[src/rtl/calc_entry_ctrl_if.sv]
// Keypad-scanner and ALU signal bundle seen by the calculator entry controller.
interface calc_entry_ctrl_if #(
    parameter int unsigned WIDTH = 16
);
    logic             KeyRdy;
    logic             KeyRd;
    logic [3:0]       keypad_input;
    logic [2:0]       operator_input;
    logic             equal_input;
    logic [2:0]       alu_op;
    logic [WIDTH-1:0] alu_a;
    logic [WIDTH-1:0] alu_b;
    logic             alu_start;
    logic             alu_done;
    logic [WIDTH-1:0] alu_result;
    logic             alu_ovf;
    logic [WIDTH-1:0] display_value;
    logic             error;

    // Controller side
    modport master (
        input  KeyRdy, keypad_input, operator_input, equal_input,
        input  alu_done, alu_result, alu_ovf,
        output KeyRd, alu_op, alu_a, alu_b, alu_start, display_value, error
    );

    // Scanner / ALU / display side
    modport slave (
        output KeyRdy, keypad_input, operator_input, equal_input,
        output alu_done, alu_result, alu_ovf,
        input  KeyRd, alu_op, alu_a, alu_b, alu_start, display_value, error
    );
endinterface

[src/rtl/calc_entry_ctrl.sv]
// Calculator entry controller: builds signed decimal operands from key
// presses, issues one ALU operation per '=' and holds the result for display
// and chaining.
module calc_entry_ctrl #(
    parameter int unsigned WIDTH   = 16,
    parameter int unsigned MAX_MAG = 32767
) (
    input  logic                 clk,
    input  logic                 nRST,
    calc_entry_ctrl_if.master    bus
);
    localparam int unsigned MAG_W  = WIDTH - 1;
    localparam int unsigned PROD_W = MAG_W + 4;

    localparam logic [2:0] OP_NEG = 3'b001;
    localparam logic [2:0] OP_ADD = 3'b010;
    localparam logic [2:0] OP_SUB = 3'b011;
    localparam logic [2:0] OP_MUL = 3'b100;

    typedef enum logic [2:0] {
        ENTER_A  = 3'd0,
        ENTER_B  = 3'd1,
        ISSUE    = 3'd2,
        WAIT_RES = 3'd3,
        SHOW_RES = 3'd4
    } main_state_t;

    typedef enum logic [1:0] {
        K_WAIT = 2'd0,
        K_ACK  = 2'd1,
        K_REL  = 2'd2
    } key_state_t;

    main_state_t      main_q, main_d;
    key_state_t       key_q, key_d;
    logic [MAG_W-1:0] mag_q, mag_d;
    logic             sign_q, sign_d;
    logic             has_dig_q, has_dig_d;
    logic [WIDTH-1:0] a_q, a_d;
    logic [WIDTH-1:0] b_q, b_d;
    logic [WIDTH-1:0] res_q, res_d;
    logic [WIDTH-1:0] disp_q, disp_d;
    logic [2:0]       op_q, op_d;
    logic             err_q, err_d;
    logic             start_q, start_d;
    logic             keyrd_q, keyrd_d;

    logic              key_fire;
    logic              is_digit, is_eq, is_neg, is_arith, is_ce;
    logic [PROD_W-1:0] dig_sum;
    logic              dig_ok;
    logic [WIDTH-1:0]  mag_ext, entry_val;
    logic [WIDTH-1:0]  mag_ext_d, entry_val_d;

    // Key decode with digit > equal > operator > clear-entry priority
    assign is_digit = (bus.keypad_input <= 4'd9);
    assign is_eq    = !is_digit && bus.equal_input;
    assign is_neg   = !is_digit && !bus.equal_input && (bus.operator_input == OP_NEG);
    assign is_arith = !is_digit && !bus.equal_input &&
                      (bus.operator_input inside {OP_ADD, OP_SUB, OP_MUL});
    assign is_ce    = !is_digit && !bus.equal_input && (bus.operator_input == 3'b000);

    // A key is consumed only while the main FSM can act on it
    assign key_fire = (key_q == K_WAIT) && bus.KeyRdy &&
                      (main_q inside {ENTER_A, ENTER_B, SHOW_RES});

    // Candidate magnitude after appending a digit, wide enough not to wrap
    assign dig_sum = PROD_W'(mag_q) * PROD_W'(10) + PROD_W'(bus.keypad_input);
    assign dig_ok  = (dig_sum <= PROD_W'(MAX_MAG));

    // Signed value of the current entry
    assign mag_ext   = WIDTH'(mag_q);
    assign entry_val = sign_q ? -mag_ext : mag_ext;

    // State and datapath registers
    always_ff @(posedge clk or negedge nRST) begin
        if (!nRST) begin
            main_q    <= ENTER_A;
            key_q     <= K_WAIT;
            mag_q     <= '0;
            sign_q    <= 1'b0;
            has_dig_q <= 1'b0;
            a_q       <= '0;
            b_q       <= '0;
            res_q     <= '0;
            disp_q    <= '0;
            op_q      <= 3'b000;
            err_q     <= 1'b0;
            start_q   <= 1'b0;
            keyrd_q   <= 1'b0;
        end else begin
            main_q    <= main_d;
            key_q     <= key_d;
            mag_q     <= mag_d;
            sign_q    <= sign_d;
            has_dig_q <= has_dig_d;
            a_q       <= a_d;
            b_q       <= b_d;
            res_q     <= res_d;
            disp_q    <= disp_d;
            op_q      <= op_d;
            err_q     <= err_d;
            start_q   <= start_d;
            keyrd_q   <= keyrd_d;
        end
    end

    // Key handshake: one-cycle acknowledge, then wait for key release
    always_comb begin
        key_d   = key_q;
        keyrd_d = 1'b0;
        case (key_q)
            K_WAIT: begin
                if (key_fire) begin
                    keyrd_d = 1'b1;
                    key_d   = K_ACK;
                end
            end
            K_ACK:   key_d = K_REL;
            K_REL:   if (!bus.KeyRdy) key_d = K_WAIT;
            default: key_d = K_WAIT;
        endcase
    end

    // Main sequencing: entry editing, operand latching, ALU issue and result
    always_comb begin
        main_d    = main_q;
        mag_d     = mag_q;
        sign_d    = sign_q;
        has_dig_d = has_dig_q;
        a_d       = a_q;
        b_d       = b_q;
        res_d     = res_q;
        op_d      = op_q;
        err_d     = err_q;
        disp_d    = disp_q;

        case (main_q)
            ENTER_A, ENTER_B: begin
                if (key_fire) begin
                    if (main_q == ENTER_A) err_d = 1'b0;
                    if (is_digit) begin
                        if (dig_ok) begin
                            mag_d     = MAG_W'(dig_sum);
                            has_dig_d = 1'b1;
                        end
                    end else if (is_eq) begin
                        if (main_q == ENTER_B && has_dig_q) begin
                            b_d    = entry_val;
                            main_d = ISSUE;
                        end
                    end else if (is_neg) begin
                        sign_d = ~sign_q;
                    end else if (is_arith) begin
                        if (main_q == ENTER_A) begin
                            a_d       = entry_val;
                            op_d      = bus.operator_input;
                            mag_d     = '0;
                            sign_d    = 1'b0;
                            has_dig_d = 1'b0;
                            main_d    = ENTER_B;
                        end else if (!has_dig_q) begin
                            op_d = bus.operator_input;
                        end
                    end else if (is_ce) begin
                        mag_d     = '0;
                        sign_d    = 1'b0;
                        has_dig_d = 1'b0;
                    end
                end
            end
            ISSUE: main_d = WAIT_RES;
            WAIT_RES: begin
                if (bus.alu_done) begin
                    if (bus.alu_ovf) begin
                        res_d = '0;
                        err_d = 1'b1;
                    end else begin
                        res_d = bus.alu_result;
                    end
                    main_d = SHOW_RES;
                end
            end
            SHOW_RES: begin
                if (key_fire) begin
                    if (is_digit) begin
                        mag_d     = MAG_W'(bus.keypad_input);
                        sign_d    = 1'b0;
                        has_dig_d = 1'b1;
                        err_d     = 1'b0;
                        main_d    = ENTER_A;
                    end else if (is_eq) begin
                        a_d    = res_q;
                        main_d = ISSUE;
                    end else if (is_neg) begin
                        res_d = -res_q;
                    end else if (is_arith) begin
                        a_d       = res_q;
                        op_d      = bus.operator_input;
                        mag_d     = '0;
                        sign_d    = 1'b0;
                        has_dig_d = 1'b0;
                        main_d    = ENTER_B;
                    end else if (is_ce) begin
                        mag_d     = '0;
                        sign_d    = 1'b0;
                        has_dig_d = 1'b0;
                        main_d    = ENTER_A;
                    end
                end
            end
            default: main_d = ENTER_A;
        endcase

        // Display follows the state being entered, on the same edge
        mag_ext_d   = WIDTH'(mag_d);
        entry_val_d = sign_d ? -mag_ext_d : mag_ext_d;
        case (main_d)
            ENTER_A:  disp_d = entry_val_d;
            ENTER_B:  disp_d = has_dig_d ? entry_val_d : a_d;
            SHOW_RES: disp_d = res_d;
            default:  disp_d = disp_q;
        endcase

        start_d = (main_d == ISSUE);
    end

    assign bus.KeyRd         = keyrd_q;
    assign bus.alu_start     = start_q;
    assign bus.alu_op        = op_q;
    assign bus.alu_a         = a_q;
    assign bus.alu_b         = b_q;
    assign bus.display_value = disp_q;
    assign bus.error         = err_q;
endmodule

[src/flat_wrapper.sv]
// flat-port wrapper written by rule: the top's interface ports become plain ports
module calc_entry_ctrl_flat 
#(
    parameter int unsigned WIDTH   = 16,
    parameter int unsigned MAX_MAG = 32767
)
  (clk, nRST, bus_KeyRdy, bus_keypad_input, bus_operator_input, bus_equal_input, bus_alu_done, bus_alu_result, bus_alu_ovf, bus_KeyRd, bus_alu_op, bus_alu_a, bus_alu_b, bus_alu_start, bus_display_value, bus_error);
  calc_entry_ctrl_if #(.WIDTH(WIDTH)) bus_i ();
  input  logic clk;
  input  logic nRST;
  input wire logic [$bits(bus_i.KeyRdy)-1:0] bus_KeyRdy;
  input wire logic [$bits(bus_i.keypad_input)-1:0] bus_keypad_input;
  input wire logic [$bits(bus_i.operator_input)-1:0] bus_operator_input;
  input wire logic [$bits(bus_i.equal_input)-1:0] bus_equal_input;
  input wire logic [$bits(bus_i.alu_done)-1:0] bus_alu_done;
  input wire logic [$bits(bus_i.alu_result)-1:0] bus_alu_result;
  input wire logic [$bits(bus_i.alu_ovf)-1:0] bus_alu_ovf;
  output wire logic [$bits(bus_i.KeyRd)-1:0] bus_KeyRd;
  output wire logic [$bits(bus_i.alu_op)-1:0] bus_alu_op;
  output wire logic [$bits(bus_i.alu_a)-1:0] bus_alu_a;
  output wire logic [$bits(bus_i.alu_b)-1:0] bus_alu_b;
  output wire logic [$bits(bus_i.alu_start)-1:0] bus_alu_start;
  output wire logic [$bits(bus_i.display_value)-1:0] bus_display_value;
  output wire logic [$bits(bus_i.error)-1:0] bus_error;
  assign bus_i.KeyRdy = bus_KeyRdy;
  assign bus_i.keypad_input = bus_keypad_input;
  assign bus_i.operator_input = bus_operator_input;
  assign bus_i.equal_input = bus_equal_input;
  assign bus_i.alu_done = bus_alu_done;
  assign bus_i.alu_result = bus_alu_result;
  assign bus_i.alu_ovf = bus_alu_ovf;
  assign bus_KeyRd = bus_i.KeyRd;
  assign bus_alu_op = bus_i.alu_op;
  assign bus_alu_a = bus_i.alu_a;
  assign bus_alu_b = bus_i.alu_b;
  assign bus_alu_start = bus_i.alu_start;
  assign bus_display_value = bus_i.display_value;
  assign bus_error = bus_i.error;
  calc_entry_ctrl #(.WIDTH(WIDTH), .MAX_MAG(MAX_MAG)) u_core (.clk(clk), .nRST(nRST), .bus(bus_i));
endmodule
[config.mk]
export PLATFORM = sky130hd
export DESIGN_NAME = calc_entry_ctrl_flat
export DESIGN_NICKNAME = d
export VERILOG_FILES = /design/src/rtl/calc_entry_ctrl_if.sv /design/src/rtl/calc_entry_ctrl.sv /design/src/flat_wrapper.sv
export SDC_FILE = /design/constraint.sdc
export NUM_CORES = 1
export LEC_CHECK = 0
export ABC_CLOCK_PERIOD_IN_PS = 6190
export BUFFER_PORTS_ARGS = -buffer_cell sky130_fd_sc_hd__clkbuf_2
export CORE_ASPECT_RATIO = 0.7
export CORE_MARGIN = 4
export CORE_UTILIZATION = 45
export DETAILED_ROUTE_END_ITERATION = 8
export REMOVE_ABC_BUFFERS = 1
export SLEW_MARGIN = 20
export SYNTH_ARGS = -nofsm -noshare
export SYNTH_HDL_FRONTEND = slang
export SYNTH_SLANG_ARGS = --single-unit
[constraint.sdc]
create_clock -name clk -period 6.19 [get_ports clk]
set_input_delay 1.238 -clock clk [delete_from_list [all_inputs] [get_ports clk]]
set_output_delay 1.238 -clock clk [all_outputs]
set_load 0.02 [all_outputs]
# [After elaboration in Yosys (flattened, before gate mapping)]
# Cells that the tools add are included.
# Widths: inputs -> output; s select.
[totals] elab_cells=180 reg_bits=92 output_inout_bits=54 ramBits=0 romBits=0 n_memories=0 in_bits=29 latchBits=0
[op_classes] magnitude_cmp=2 n_reduce_logical=24 n_addsub=4 div=0 n_eq_ne=30 n_mul=1 n_bitwise=2 n_shift=0 mux=104
[ops] operator="$mux 16" n=20
[ops] operator="$mux 15" n=13
[ops] operator="$mux 3" n=26
[ops] operator="$pmux 16 s2" n=2
[ops] operator="$pmux 16 s3" n=1
[ops] operator="$mux 1" n=33
[ops] operator="$neg 15->16" n=2
[ops] operator="$pmux 15 s2" n=1
[ops] operator="$add 19x4->19" n=1
[ops] operator="$le 19x15->1 const B" n=1
[ops] operator="$mul 15x3->18 const B" n=1
[ops] operator="$ne 2x2->1 const B" n=9
[ops] operator="$neg 16->16" n=1
[ops] operator="$eq 3x2->1 const B" n=5
[ops] operator="$ne 2x1->1 const B" n=7
[ops] operator="$pmux 3 s4" n=1
[ops] operator="$reduce_and 12->1" n=1
[ops] operator="$reduce_bool 3->1" n=4
[ops] operator="$eq 3x1->1 const B" n=3
[ops] operator="$eq 3x3->1 const B" n=3
[ops] operator="$logic_not 3->1" n=3
[ops] operator="$logic_and 1x1->1" n=8
[ops] operator="$reduce_and 7->1" n=1
[ops] operator="$pmux 2 s3" n=1
[ops] operator="15 further kinds" n=19

# [Logic depth before layout (Yosys ltp)]
# Gate-level depths: netlist (run 1).
[logic_depth] depth_word=15 depth_mapped=20 ltp_nobuf=19

# [Least setup slack after synthesis (run 1)]
# No wires, ideal clock.
[synth_timing] path_type="reg-to-reg" startpoint="register u_core.mag_q[1]" endpoint="register u_core.disp_q[12], in the netlist u_core.bus.display_value[12]" arrival_ps=4970 slack_ps=1100 path_buffers=0 path_stages_with_launch=20 cell_sequence="dfrtp_1 > ha_1 > ha_1 > fa_1 > a211oi_2 > nor2_1 > xor2_1 > nand4_1 > or4_4 > o21a_1 > o22ai_4 > o211ai_1 > o221a_2 > inv_1 > ha_1 > inv_1 > a2111oi_2 > nand2_2 > or4b_1 > o211a_1"
[synth_via] elab_chain_cells=11
[synth_rtl] item="start: declaration" line="calc_entry_ctrl.sv:36" source="logic [MAG_W-1:0] mag_q, mag_d;"
[synth_rtl] item="start signal: assignment" line="calc_entry_ctrl.sv:94" source="mag_q <= mag_d;"
[synth_rtl] item="$mul 15x3->18 (tied with other cells)" line="calc_entry_ctrl.sv:68" source="assign dig_sum = PROD_W'(mag_q) * PROD_W'(10) + PROD_W'(bus.keypad_input);"
[synth_rtl] item="$add 19x4->19 (tied with other cells)" line="calc_entry_ctrl.sv:68"
[synth_rtl] item="$le 19x15->1 (tied with other cells)" line="calc_entry_ctrl.sv:69" source="assign dig_ok = (dig_sum <= PROD_W'(MAX_MAG));"
[synth_rtl] item="$mux 15 (tied with other cells)" line="calc_entry_ctrl.sv:143" source="if (dig_ok) begin"
[synth_rtl] item="$mux 15 (tied with other cells)" line="calc_entry_ctrl.sv:142" source="if (is_digit) begin"
[synth_rtl] item="$mux 15 (tied with other cells)" line="calc_entry_ctrl.sv:140" source="if (key_fire) begin"
[synth_rtl] item="$pmux 15 s2 / $mux 16 (equally long branches)" line="calc_entry_ctrl.sv:138, calc_entry_ctrl.sv:142"
[synth_rtl] item="$neg 15->16 / $mux 16 (equally long branches)" line="calc_entry_ctrl.sv:217, calc_entry_ctrl.sv:140"
[synth_rtl] item="$mux 16 / $pmux 16 s2 (equally long branches)" line="calc_entry_ctrl.sv:217, calc_entry_ctrl.sv:138"
[synth_rtl] item="$mux 16" line="calc_entry_ctrl.sv:220" source="ENTER_B: disp_d = has_dig_d ? entry_val_d : a_d;"
[synth_rtl] item="$pmux 16 s3 (*)" line="calc_entry_ctrl.sv:218" source="case (main_d)"
[synth_rtl] item="end signal: assignment" line="calc_entry_ctrl.sv:100" source="disp_q <= disp_d;"
[synth_rtl] item="end: declaration" line="calc_entry_ctrl.sv:42" source="logic [WIDTH-1:0] disp_q, disp_d;"
# Every way passes the cells marked *; elsewhere a longest branch is shown, timed or not.
# A chain may end at the register's enable or synchronous reset.

# [Worst setup path after layout (run 1)]
[layout_timing] startpoint="register u_core.mag_q[1]" endpoint="register u_core.disp_q[12], in the netlist u_core.bus.display_value[12]"
[layout_via] elab_chain_cells=11
[layout_rtl] item="$mul 15x3->18 (tied with other cells)" line="calc_entry_ctrl.sv:68"
[layout_rtl] item="$add 19x4->19 (tied with other cells)" line="calc_entry_ctrl.sv:68"
[layout_rtl] item="$le 19x15->1 (tied with other cells)" line="calc_entry_ctrl.sv:69"
[layout_rtl] item="$mux 15 (on tied branches)" line="calc_entry_ctrl.sv:143, calc_entry_ctrl.sv:147, calc_entry_ctrl.sv:192"
[layout_rtl] item="$mux 15 (on tied branches)" line="calc_entry_ctrl.sv:142, calc_entry_ctrl.sv:186"
[layout_rtl] item="$mux 15 (on tied branches)" line="calc_entry_ctrl.sv:140, calc_entry_ctrl.sv:185"
[layout_rtl] item="$pmux 15 s2 (*)" line="calc_entry_ctrl.sv:138" source="case (main_q)"
[layout_rtl] item="via u_core.mag_d[1]" line="calc_entry_ctrl.sv:36"
[layout_rtl] item="$neg 15->16 (*)" line="calc_entry_ctrl.sv:217" source="entry_val_d = sign_d ? -mag_ext_d : mag_ext_d;"
[layout_rtl] item="$mux 16 (*)" line="calc_entry_ctrl.sv:217"
[layout_rtl] item="$mux 16" line="calc_entry_ctrl.sv:220"
[layout_rtl] item="$pmux 16 s3 (*)" line="calc_entry_ctrl.sv:218"
# Mark *: on every way through the listed nets, which the timed path passes. The rest lies on a longest branch.

==> metrics.md, run 1 <==
| Metric | Value |
|---|---|
| Die X | between 150 and 200 um |
| Most frequent cell after synthesis | nand2_1 |
| ANT cells | 0 |
| Fill count | about 1400 |
| Detailed Routing Iterations Pass 1 | 5 |
| Htree depth | 3 |
| Synthesis Warnings | 0 |
| Residual DRC count | 0 |
| Power, Total | about 4.3 mW |
| Setup TNS Final | 0 ns |
| Synth cell types | 88 |
| Cell row count | 37 |
| Relative slew slack | 0.370 |
| Initial antenna violation count | 0 |
| Crit path kind | reg2reg |
| Final Skew | 0.00669 ns |
| Vias per cell | about 6.3 |
| CP max stage delay | 0.57 ns |
| Clk slew on worst S/H paths | approximately 0.06 ns |
| Layout area overhead | 14.0% |
| Data required time of the critical path | 6.42 ns |
| Status | finished clean |
| Synth async-reset ratio | 1.00 |
| GRT Resource Usage Total | 0.254 |
| Power Dens Cells | 562 nW/um2 |
| Area contributors post-synth | dfrtp_1 (34%), ha_1 (5.9%), nand2_1 (5.6%) |
| Post-synth design cell area | 6740 um2 |
| Iteration-0 DRC Markers | 638 |
| Post-Syn Area per Cell | between 8 and 9 um2 |
| Pleak | ~3.5 nW |
| Area leader, netlist | dfrtp_1 |
| Number of synthesized flops with an enable pin | 0 |
| Post-CTS Setup Inserts | 0 |
| Register area share after synthesis | 0.342 |
| Final Max Tran Viols | 0 |
| Die ar. | approximately 17000 um2 |
| Fmax | 177 MHz |
| Syn Inst Count | a little under 800 |
| GRT overflow | 0 |
| Port bufs | 82 |
| Leading cell types by count after synthesis | nand2_1 (101), dfrtp_1 (92), o21ai_0 (67) |
| Post-route minimum period | roughly 5.6 ns |
| Largest net degree at the start of global routing | 64 |
| Clock sink total | 92 |
| Crit-path cells | ha_1, ha_1, fa_1, a211oi_4, nor2_1, xor2_1, nand4_1, or4_4, o21a_1, o22a_2, nand3_1, a31oi_1, inv_1, ha_1, inv_1, a2111oi_4, nand2_2, or4b_1, o211a_1 |
| Number of max-cap violations | 0 |
| Worst-path maximum fanout | 11 |
| Share of layout cells above drive strength 1 | 0.173 |
| Fin crit share | 0.910 |
| Initial Util | 0.459 |
| Yosys reg bits | 92 |
| Die H | approximately 110 um |
| CP dominant cell by count | ha_1 |
| Clk buf depth | 2 |
| WL/cell | 20.3 um |
| IO Pins | 83 |
| Most used DFF post-synth | dfrtp_1 |
| Vias in the first global route | roughly 6200 |
| CP endpoint kind | flop |
| Vias | ~6600 |
| Antenna viol nets, final | 0 |
| TritonCTS clock tree | done |
| Inst Count DP | ~1000 |
| Worst Max-Slew Pin Slew | between 0.9 and 1 ns |
| Startpoint Class | flop |
| Cts repair resizes | 0 |
| Finish-stage setup viols | 0 |
| Top cell type's share of synthesized area | 0.342 |
| Post-DP HPWL | roughly 17000 um |
| Hold Vio Cnt, Final | 0 |
| Routed wire length | 21300 um |
| CTS Hold Bufs | 0 |
| Crit-path slowest cell | dfrtp_1 |
| Core area | 14700 um2 |
| Worst vdd ir | between 0.2 and 0.25 mV |
| CTS root buf | clkbuf_16 |
| RSZ-0062 raised after global routing | no |
| Worst-skew pair later-pin latency | 0.35 ns |
| Nets | 916 |
| Non-Filler Instances | about 1100 |
| CTS buffer count | 9 |
| CP arrival | about 6 ns |
| Routability cong. | 0.898 |
| First-pass GRT wire length | 34200 um |
| Worst hold path class | reg2reg |
cell usage in the layout, fill, tap and decap left out, types with 23 or more instances in the layout:
cell type / count
a21oi_1: 40
clkbuf_2: 81
dfrtp_1: 92
ha_1: 32
inv_1: 25
nand2_1: 101
nand3_1: 23
nor2_1: 60
o21ai_0: 67
flip-flops by register name, indices dropped and copies added, names as in the netlist, 2 cells and up:
signal                    cells
u_core.bus.alu_a             16
u_core.bus.alu_b             16
u_core.bus.alu_op             3
u_core.bus.display_value     16
u_core.key_q                  2
u_core.mag_q                 15
u_core.main_q                 3
u_core.res_q                 16
worst max-delay path: cells and delay by family, from the launching register on:
family | cells | cell delay [ns]
buffers and inverters | 2 | 0.22
AOI/OAI and AO/OA | 6 | 1.50
and+or+nand+nor | 6 | 1.70
xor gates and xnor gates | 1 | 0.32
adders and majority gates | 4 | 1.20
DFF | 1 | 0.57
per-layer routing:
metal,global-route usage,vias to the layer above,routed length [um]
li1,-,3083,-
met1,0.386,3219,10400
met2,0.365,280,8990
met3,0.0574,26,1540
met4,0.0618,0,380
met5,0,-,0
kinds of logic (layout without fill, tap and decap cells):
family,count (synthesis),after routing,share of synthesized area
AND/OR/NAND/NOR,288,288,0.213
AO/OA/AOI/OAI,251,251,0.267
flip-flops,92,92,0.342
buffers and inverters,66,140,0.0386
XOR/XNOR,39,39,0.0540
adder cells (fa/ha/maj),34,34,0.0654
multiplexers,13,13,0.0202
report_power, final:
group | total [mW] | switching, mW | internal [mW]
Sequential | 1.08 | 0.268 | 0.812
Combinational | 2.65 | 1.67 | 0.984
Clock | 0.583 | 0.231 | 0.352
Total | 4.31 | 2.17 | 2.15
layout make-up:
class                      instances  area, um2  share of cell area
tap                              195        244              0.0318
inverter                          27        101              0.0132
multi-input combinational        625       4200               0.546
clock buffer                      11        233              0.0303
sequential                        92       2300               0.300
timing repair buffer              98        533              0.0694
clock inverter                     4       75.1             0.00977
path summary, 6_finish.rpt:
kind	slack, ns	startpoint	depth (start not counted)	endpoint
max reg2reg	0.56	u_core.mag_q[1]	19	u_core.bus.display_value[12]
min in group asynchronous	0.80	nRST	1	u_core.bus.alu_b[15]
max	0.56	u_core.mag_q[1]	19	u_core.bus.display_value[12]
min reg2reg	0.48	u_core.bus.alu_b[12]	2	u_core.bus.alu_b[12]
max in group asynchronous	4.22	nRST	2	u_core.bus.alu_b[3]
min	0.48	u_core.bus.alu_b[12]	2	u_core.bus.alu_b[12]
metrics by stage:
stage	utilization	hold WS [ns]	worst slack, ns	cell area [um2]
floorplan	-	0.491	1.10	6580
global placement	0.501	0.461	0.714	7360
detailed placement	0.501	0.472	0.497	7360
CTS	0.522	0.486	0.465	7660
global route	0.524	0.513	0.137	7680
finish	0.524	0.477	0.556	7680
(Power assumes the default switching activity.)
==> run 2, diff against run 1 <==
--- a/config.mk
+++ b/config.mk
@@ -7,12 +7,14 @@
 export LEC_CHECK = 0
 export ABC_CLOCK_PERIOD_IN_PS = 6190
 export BUFFER_PORTS_ARGS = -buffer_cell sky130_fd_sc_hd__clkbuf_2
+export CAP_MARGIN = 10
 export CORE_ASPECT_RATIO = 0.7
 export CORE_MARGIN = 4
 export CORE_UTILIZATION = 45
 export DETAILED_ROUTE_END_ITERATION = 8
+export GPL_TIMING_DRIVEN = 0
 export REMOVE_ABC_BUFFERS = 1
-export SLEW_MARGIN = 20
+export SLEW_MARGIN = 40
 export SYNTH_ARGS = -nofsm -noshare
 export SYNTH_HDL_FRONTEND = slang
 export SYNTH_SLANG_ARGS = --single-unit
==> metrics.md, run 2 (synthesized netlist as in run 1, its figures left out) <==
| Metric | Value |
|---|---|
| Status | finished clean (unchanged) |
| Cell row count | 37 (unchanged) |
| Worst hold path class | reg2reg (unchanged) |
| Vias per cell | 6.33 (was 6.28) |
| Worst-path maximum fanout | 10 (was 11) |
| CTS root buf | clkbuf_16 (unchanged) |
| Hold Vio Cnt, Final | 0 (unchanged) |
| Data required time of the critical path | 6.42 ns (about the same) |
| WL met1 | 9970 um (was 10400 um) |
| Iteration-0 DRC Markers | 565 (was 638) |
| CTS buffer count | 9 (unchanged) |
| Routed wire length | 20800 um (was 21300 um) |
| Vias in the first global route | 6351 (was 6187) |
| Worst-skew pair later-pin latency | 0.35 ns (about the same) |
| GRT Resource Usage Total | 0.242 (was 0.254) |
| CP endpoint kind | flop (unchanged) |
| Residual DRC count | 0 (unchanged) |
| First-pass GRT wire length | 33100 um (was 34200 um) |
| Clock sink total | 92 (unchanged) |
| Post-CTS Setup Inserts | 0 (unchanged) |
| Routed wl met2 | 9040 um (was 8990 um) |
| IO Pins | 83 (unchanged) |
| Post-route minimum period | 5.79 ns (was 5.63 ns) |
| Post-layout util | 0.519 (was 0.524) |
| Post-DP HPWL | 15700 um (was 16500 um) |
| Routability cong. | 0.865 (was 0.898) |
| Met3 wire length | 1550 um (was 1540 um) |
| Die X | 154 um (unchanged) |
| Worst Max-Slew Pin Slew | 0.818 ns (was 0.944 ns) |
| Detailed Routing Iterations Pass 1 | 5 (unchanged) |
| Fill count | 1405 (was 1378) |
| Power Dens Cells | 560 nW/um2 (was 562 nW/um2) |
| Die H | 110 um (unchanged) |
| WL/cell | 20.1 um (was 20.3 um) |
| Clk slew on worst S/H paths | 0.07 ns (was 0.06 ns) |
| Dpl ws | 0.262 ns (was 0.497 ns) |
| Final Skew | 0.0132 ns (was 0.00669 ns) |
| Largest net degree at the start of global routing | 60 (was 64) |
| GRT overflow | 0 (unchanged) |
| Top sig layer | met4 (unchanged) |
| Crit path kind | reg2reg (unchanged) |
| Relative slew slack | 0.453 (was 0.370) |
| Fmax | 173 MHz (was 177 MHz) |
| Share of layout cells above drive strength 1 | 0.170 (was 0.173) |
| Fin crit share | 0.936 (was 0.910) |
| Layout area overhead | 13.0% (was 14.0%) |
| Worst vdd ir | 0.210 mV (was 0.218 mV) |
| Die ar. | 17000 um2 (unchanged) |
| Number of max-cap violations | 0 (unchanged) |
| Startpoint Class | flop (unchanged) |
| Final worst slack | 0.399 ns (was 0.556 ns) |
| Commonest non-fill, non-tap cell in the layout | nand2_1 (unchanged) |
| CP arrival | 6.02 ns (was 5.87 ns) |
| Port bufs | 82 (unchanged) |
| Initial Util | 0.459 (unchanged) |
| Clk buf depth | 2 (unchanged) |
| Htree depth | 3 (unchanged) |
| Most frequent cells in the layout | nand2_1 (101), dfrtp_1 (91), clkbuf_2 (81) (was nand2_1 (101), dfrtp_1 (92), clkbuf_2 (81)) |
| Nets | 902 (was 916) |
| RSZ-0062 raised after global routing | no (unchanged) |
| Core area | 14700 um2 (unchanged) |
| Initial antenna violation count | 0 (unchanged) |
| Pleak | 3.48 nW (was 3.53 nW) |
| Setup TNS Final | 0 ns (unchanged) |
| ANT cells | 0 (unchanged) |
| TritonCTS clock tree | done (unchanged) |
| Final Max Tran Viols | 0 (unchanged) |
| Antenna viol nets, final | 0 (unchanged) |
| Finish-stage setup viols | 0 (unchanged) |
| Vias | 6569 (was 6608) |
run 2: cell types whose count changed in the layout (fill, tap and decap cells not counted), sizes merged:
| cell | change |
|---|---|
| clkbuf | -1 |
| bufinv | -1 |
| clkinvlp | -1 |
| clkinv | +1 |
| buf | -15 |
| inv | +3 |
run 2: repair_timing:
item | 4_1_cts | 5_1_grt
endpoints found under the setup margin | 0 | 4
resized for setup | 0 | 4
hold buffers | 0 | 0
run 2: cell type report:
| class | instances | area (um2) | area share |
|---|---|---|---|
| inverter | 27 | 101 | 0.0133 |
| timing repair buffer | 84 | 452 | 0.0593 |
| clock inverter | 6 | 71.3 | 0.00937 |
| sequential | 92 | 2300 | 0.302 |
| tap | 195 | 244 | 0.0320 |
| multi-input combinational | 625 | 4220 | 0.554 |
| clock buffer | 9 | 225 | 0.0296 |
run 2: per-stage QoR:
| stage | instance area [um2] | std cells | total power [mW] | hold WS, ns |
|---|---|---|---|---|
| final | 7610 | 1038 | 4.26 | 0.484 |
| after global routing | 7610 | 1038 | 4.57 | 0.517 |
| after CTS | 7580 | 1038 | 4.21 | 0.487 |
| after detailed placement | 7290 | 1023 | 3.63 | 0.471 |
| after global placement | 7230 | 1021 | 3.56 | 0.461 |
| after floorplan | 6580 | 744 | 2.89 | 0.491 |
run 2: final timing paths:
check	start	end	slack [ns]	cells past startpoint
worst max-delay path	u_core.mag_q[1]	u_core.bus.display_value[12]	0.40	19
worst max register to register	u_core.mag_q[1]	u_core.bus.display_value[12]	0.40	19
worst min-delay path	u_core.bus.alu_b[7]	u_core.bus.alu_b[7]	0.48	2
max in group asynchronous	nRST	u_core.mag_q[1]	4.79	2
min in group asynchronous	nRST	u_core.bus.alu_b[10]	0.79	1
worst min register to register	u_core.bus.alu_b[7]	u_core.bus.alu_b[7]	0.48	2
run 2: routing by layer:
layer	vias to the layer above	global-route usage
met5	-	0
met4	0	0.0624
met3	22	0.0429
met2	312	0.367
met1	3184	0.359
li1	3051	-
run 2: critical path, stage by stage, from the launching register on:
cell,delay [ns]
dfrtp_1,0.51
ha_1,0.36
ha_1,0.23
fa_1,0.45
a211oi_4,0.35
nor2_1,0.10
xor2_1,0.30
nand4_1,0.29
or4_4,0.56
o21a_1,0.23
o22ai_4,0.30
o211ai_1,0.14
o221a_2,0.35
inv_1,0.08
ha_1,0.22
inv_1,0.12
a2111oi_4,0.32
nand2_2,0.09
or4b_1,0.53
o211a_1,0.12
run 2: power by group:
group / total (mW) / internal [mW] / switching (mW)
sequential: 1.08 / 0.813 / 0.262
clock: 0.567 / 0.316 / 0.251
combinational: 2.62 / 0.962 / 1.66
total: 4.26 / 2.09 / 2.17
